===== config.mk =====
export PLATFORM = sky130hd
export DESIGN_NAME = ibex_rvfi_trace_fifo
export DESIGN_NICKNAME = d
export VERILOG_FILES = /design/src/rtl/ibex_rvfi_trace_fifo.sv
export SDC_FILE = /design/constraint.sdc
export NUM_CORES = 2
export LEC_CHECK = 0
export BUFFER_PORTS_ARGS = -buffer_cell sky130_fd_sc_hd__buf_4
export CAP_MARGIN = 0
export CORE_MARGIN = 3
export CORE_UTILIZATION = 45
export DETAILED_ROUTE_END_ITERATION = 12
export PLACE_DENSITY = 0.6
export SYNTH_ARGS = -nofsm -noshare
export SYNTH_HDL_FRONTEND = slang
export SYNTH_SLANG_ARGS = --single-unit
export TNS_END_PERCENT = 30

===== constraint.sdc =====
create_clock -name clk_i -period 22.9 [get_ports clk_i]
set_clock_uncertainty 0.2 [all_clocks]
set_input_delay 1.145 -clock clk_i [delete_from_list [all_inputs] [get_ports clk_i]]
set_output_delay 1.145 -clock clk_i [all_outputs]
set_load 0.005 [all_outputs]

===== src/rtl/ibex_rvfi_trace_fifo.sv =====
// RVFI retirement-trace capture FIFO: first-word-fall-through record buffer with drop
// accounting, gap marking and rvfi_order continuity checking.
module ibex_rvfi_trace_fifo #(
  parameter int unsigned Depth        = 16,
  parameter int unsigned DropCntWidth = 16
) (
  input  logic                      clk_i,
  input  logic                      rst_ni,
  input  logic                      enable_i,
  input  logic                      flush_i,
  input  logic                      rvfi_valid,
  input  logic [63:0]               rvfi_order,
  input  logic [31:0]               rvfi_pc_rdata,
  input  logic [31:0]               rvfi_insn,
  input  logic                      rvfi_trap,
  input  logic [4:0]                rvfi_rd_addr,
  input  logic [31:0]               rvfi_rd_wdata,
  input  logic [31:0]               rvfi_mem_addr,
  input  logic [3:0]                rvfi_mem_rmask,
  input  logic [3:0]                rvfi_mem_wmask,
  output logic                      trace_valid_o,
  input  logic                      trace_ready_i,
  output logic [63:0]               trace_order_o,
  output logic [31:0]               trace_pc_o,
  output logic [31:0]               trace_insn_o,
  output logic                      trace_trap_o,
  output logic [4:0]                trace_rd_addr_o,
  output logic [31:0]               trace_rd_wdata_o,
  output logic [31:0]               trace_mem_addr_o,
  output logic [3:0]                trace_mem_rmask_o,
  output logic [3:0]                trace_mem_wmask_o,
  output logic                      trace_gap_o,
  output logic [$clog2(Depth):0]    level_o,
  output logic [DropCntWidth-1:0]   drop_cnt_o,
  output logic                      overflow_o,
  output logic                      seq_err_o
);

  localparam int unsigned AddrW = $clog2(Depth);
  localparam int unsigned PtrW  = AddrW + 1;

  typedef struct packed {
    logic [63:0] order;
    logic [31:0] pc;
    logic [31:0] insn;
    logic        trap;
    logic [4:0]  rd_addr;
    logic [31:0] rd_wdata;
    logic [31:0] mem_addr;
    logic [3:0]  mem_rmask;
    logic [3:0]  mem_wmask;
    logic        gap;
  } rec_t;

  rec_t                    mem_q [Depth];
  rec_t                    head;
  logic [PtrW-1:0]         wr_ptr_q, rd_ptr_q;
  logic [DropCntWidth-1:0] drop_cnt_q;
  logic                    overflow_q, seq_err_q, gap_pending_q, order_seen_q;
  logic [63:0]             last_order_q;
  logic                    empty, full, push, pop, drop, seq_mismatch;

  assign empty = (wr_ptr_q == rd_ptr_q);
  // Same slot index but opposite wrap bit means the writer is a full lap ahead.
  assign full  = (wr_ptr_q[AddrW] != rd_ptr_q[AddrW]) &&
                 (wr_ptr_q[AddrW-1:0] == rd_ptr_q[AddrW-1:0]);

  assign pop  = trace_valid_o & trace_ready_i;
  assign push = rvfi_valid & enable_i & (~full | pop);
  assign drop = rvfi_valid & enable_i & full & ~pop;

  assign seq_mismatch = order_seen_q && (rvfi_order != last_order_q + 64'd1);

  always_ff @(posedge clk_i) begin
    if (push && !flush_i) begin
      mem_q[wr_ptr_q[AddrW-1:0]] <= '{
        order:     rvfi_order,
        pc:        rvfi_pc_rdata,
        insn:      rvfi_insn,
        trap:      rvfi_trap,
        rd_addr:   rvfi_rd_addr,
        rd_wdata:  rvfi_rd_wdata,
        mem_addr:  rvfi_mem_addr,
        mem_rmask: rvfi_mem_rmask,
        mem_wmask: rvfi_mem_wmask,
        gap:       gap_pending_q
      };
    end
  end

  always_ff @(posedge clk_i or negedge rst_ni) begin
    if (!rst_ni) begin
      wr_ptr_q      <= '0;
      rd_ptr_q      <= '0;
      drop_cnt_q    <= '0;
      overflow_q    <= 1'b0;
      seq_err_q     <= 1'b0;
      gap_pending_q <= 1'b0;
      order_seen_q  <= 1'b0;
      last_order_q  <= '0;
    end else if (flush_i) begin
      wr_ptr_q      <= '0;
      rd_ptr_q      <= '0;
      drop_cnt_q    <= '0;
      overflow_q    <= 1'b0;
      seq_err_q     <= 1'b0;
      gap_pending_q <= 1'b0;
      order_seen_q  <= 1'b0;
    end else begin
      if (push) begin
        wr_ptr_q      <= wr_ptr_q + PtrW'(1);
        gap_pending_q <= 1'b0;
      end
      if (pop) begin
        rd_ptr_q <= rd_ptr_q + PtrW'(1);
      end
      if (drop) begin
        gap_pending_q <= 1'b1;
        overflow_q    <= 1'b1;
        if (drop_cnt_q != '1) begin
          drop_cnt_q <= drop_cnt_q + DropCntWidth'(1);
        end
      end
      // Continuity is tracked on every retirement, even ones not stored.
      if (rvfi_valid) begin
        if (seq_mismatch) begin
          seq_err_q <= 1'b1;
        end
        last_order_q <= rvfi_order;
        order_seen_q <= 1'b1;
      end
    end
  end

  assign head = empty ? '0 : mem_q[rd_ptr_q[AddrW-1:0]];

  assign trace_valid_o     = ~empty;
  assign trace_order_o     = head.order;
  assign trace_pc_o        = head.pc;
  assign trace_insn_o      = head.insn;
  assign trace_trap_o      = head.trap;
  assign trace_rd_addr_o   = head.rd_addr;
  assign trace_rd_wdata_o  = head.rd_wdata;
  assign trace_mem_addr_o  = head.mem_addr;
  assign trace_mem_rmask_o = head.mem_rmask;
  assign trace_mem_wmask_o = head.mem_wmask;
  assign trace_gap_o       = head.gap;

  assign level_o    = wr_ptr_q - rd_ptr_q;
  assign drop_cnt_o = drop_cnt_q;
  assign overflow_o = overflow_q;
  assign seq_err_o  = seq_err_q;

endmodule


==> results by group <==
Timing
  • Setup TNS: 0 ns
  • Fin. Hold Viols: 0
  • # setup viols final: 0
  • Unrepaired setup endpoints after global routing: no
  • Slew of the pin with the lowest slew margin: 1.10 ns
  • Final Max Slew Viols: 0
  • Fmax: 136 MHz
  • Slew margin rel.: 26.2%
  • Minimum clock period: 7.37 ns
  • Fin crit share: 32.2%
  • Min Hold Slack: 0.294 ns

Finish
  • Layout cells sized above 1: 34.3%
  • Commonest non-fill, non-tap cell in the layout: edfxtp_1
  • Most frequent cells in the layout: 3312 x edfxtp_1, 1035 x mux4_2, 534 x buf_4
  • Layout net count: 6359
  • Synthesis-to-finish area growth: 15.4%

Logic synthesis
  • Syn. warnings: 0
  • Async S/R FF share, synth: 2.76%
  • Mapped cell area: 132000 um2
  • Cells after synthesis: 5501
  • Syn avg cell area: 23.9 um2
  • Post-synth EDFFs: 3312
  • Main flop type after synthesis: edfxtp_1
  • Synth Register Bits: 3406
  • Mapped Nets: 5725
  • Synth cell types: 70
  • Share of the yosys chip area belonging to registers: 77.4%

Critical path
  • Cell chain of the critical path: buf_4 > buf_4 > buf_4 > mux4_2 > mux4_2 > and2_1 > buf_4
  • Crit-path max FO: 48
  • Worst setup path class: reg2out
  • Req. time, crit path: 21.56 ns
  • Critical Path End Type: primary output
  • Slowest cell on crit path: dfrtp_4
  • Max stage delay on crit path: 1.00 ns
  • Setup crit start kind: flop
  • Setup slack, reg-to-reg: 16.53 ns
  • Cell mode on critical path: buf_4
  • Worst path arrival time: 6.02 ns

Clock network
  • Clock tree sinks: 3406
  • Setup repair bufs after CTS: 0
  • Skew-Pair Late Insertion Delay: 0.90 ns
  • Root Driver: clkbuf_16
  • CTS H-tree lvls: 5
  • Hold Buf Count CTS: 1
  • Clock buffer count from CTS: 357
  • Worst-path clk slew: 0.06 ns
  • CTS max path bufs: 4
  • TritonCTS clock tree: yes
  • Post-cts resize count: 0

Run
  • Max cap viols: 0

Floorplanning
  • Site row count: 197
  • Chip Height: 547 um
  • Top Ports: 443
  • Core Region: 289000 um2
  • Initial Util: 45.5%
  • Die area: 299000 um2
  • Chip Width: 547 um

Placement
  • Dpl hpwl: 170000 um
  • PortBufs: 442
  • Final weighted congestion in routability-driven placement: 0.813

Drt
  • Drt via density: 5.91
  • Final WL: 322000 um
  • Drt wl/cell: 31.2 um
  • DRT iter0 DRCs: 6237
  • Via count: 61.1k
  • Antenna Violating Nets Remaining: 1
  • Pre-antenna DRT Iters: 5
  • # DRC: 0

GRT
  • Tot GR Track Use: 21.5%
  • Vias in the first global route: 63.8k
  • First-pass GRT wire length: 469000 um
  • Total gr overflow: 0
  • Pin count of the biggest net entering global routing: 152
  • Antenna violations before repair: 66

Pwr
  • P per Cell Area: 93.3 nW/um2
  • Leak: 47.2 nW
  • Worst vdd ir: 0.0920 mV

Run status
  • Outcome: finished, violations left
  • Failing checks: antenna violations

Worst hold path
  • Hold crit path type: in2reg
-- logic make-up (layout without fill, tap and decap cells) --
kind of cell | after synthesis | count (layout) | synth area share [%]
other cells | 0 | 29 | 0
xor+xnor | 117 | 117 | 0.779
compound gates | 65 | 65 | 0.344
mux | 1098 | 1098 | 18.3
buf+inv | 297 | 1228 | 0.860
simple gates | 506 | 506 | 2.26
fa+ha+maj | 12 | 12 | 0.120
flops | 3406 | 3406 | 77.4
-- synthesized netlist by cell type, types with 5 or more instances --
library cell | number | area share, %
a21oi_1 | 17 | 0.065
a31oi_1 | 5 | 0.024
and2_1 | 222 | 1.1
and3_1 | 17 | 0.081
and4_1 | 11 | 0.073
buf_1 | 79 | 0.23
clkbuf_1 | 191 | 0.54
dfrtp_1 | 94 | 1.8
edfxtp_1 | 3312 | 76
ha_1 | 11 | 0.10
inv_1 | 20 | 0.057
mux2_2 | 59 | 0.51
mux4_2 | 1035 | 18
nand2_1 | 50 | 0.14
nand3_1 | 27 | 0.10
nand4_1 | 38 | 0.18
nor2_1 | 56 | 0.16
nor2b_1 | 7 | 0.033
nor3_1 | 22 | 0.084
nor4_1 | 19 | 0.090
o21ai_0 | 11 | 0.042
xnor2_1 | 74 | 0.49
xor2_1 | 43 | 0.29
-- critical path, delay by kind of cell (launching register included) --
family                 cells  cell delay, ns
and+or+nand+nor            1            0.20
muxes                      2            1.15
DFF                        1            1.00
buffers and inverters      4            2.55
-- power by group --
group          total [mW]  internal, mW  switching [mW]
registers            6.92          6.87          0.0448
clock network        5.85          3.43            2.42
logic                1.41         0.720           0.688
total                14.2          11.0            3.15
-- layer usage --
layer / GRT usage, % / vias up / wire [um]
li1: - / 24900 / -
met1: 30.1 / 33600 / 131000
met2: 35.3 / 2173 / 161000
met3: 4.19 / 468 / 23900
met4: 4.97 / 40 / 6430
met5: 0 / - / 248
-- state kept, by name, indices dropped and copies added, names as in the netlist --
signal / flops
gap_pending_q: 1
order_seen_q: 1
drop_cnt_o: 16
rd_ptr_q: 5
mem_q: 3312
overflow_o: 1
last_order_q: 64
seq_err_o: 1
wr_ptr_q: 5
-- path summary, 6_finish.rpt --
path / start / endpoint / cells past startpoint
max: rd_ptr_q[0]$_DFFE_PN0P_ / trace_insn_o[20] / 7
max reg2reg: rd_ptr_q[3]$_DFFE_PN0P_ / mem_q[2][85]$_DFFE_PP_ / 10
max in group asynchronous: rst_ni / rd_ptr_q[3]$_DFFE_PN0P_ / 3
min: rvfi_valid / order_seen_q$_DFFE_PN0P_ / 3
min reg2reg: order_seen_q$_DFFE_PN0P_ / order_seen_q$_DFFE_PN0P_ / 2
min in group asynchronous: rst_ni / last_order_q[56]$_DFFE_PN0P_ / 2
-- area by class of cell --
class                           count  area (um2)
Antenna cell                       29        72.6
Clock buffer                      438        9300
Clock inverter                    218        2670
Fill cell                       22200      138000
Inverter                           20        82.6
Multi-Input combinational cell   1798       28700
Sequential cell                  3406      102000
Tap cell                         3880        4850
Timing Repair Buffer              552        4360
-- through the flow --
step                cells  util (%)  power (mW)  worst slack (ns)  instance area [um2]
CTS                 10300      52.5        14.3             15.23               152000
detailed placement   9655      48.3        8.49             16.25               140000
global route        10300      52.5        14.7             14.96               152000
floorplan            5501         -        7.93              4.87               132000
global placement     9655      48.3        8.48             16.29               140000
finish              10300      52.5        14.2             15.53               152000
Note: power is estimated with default switching activity, not from simulation.
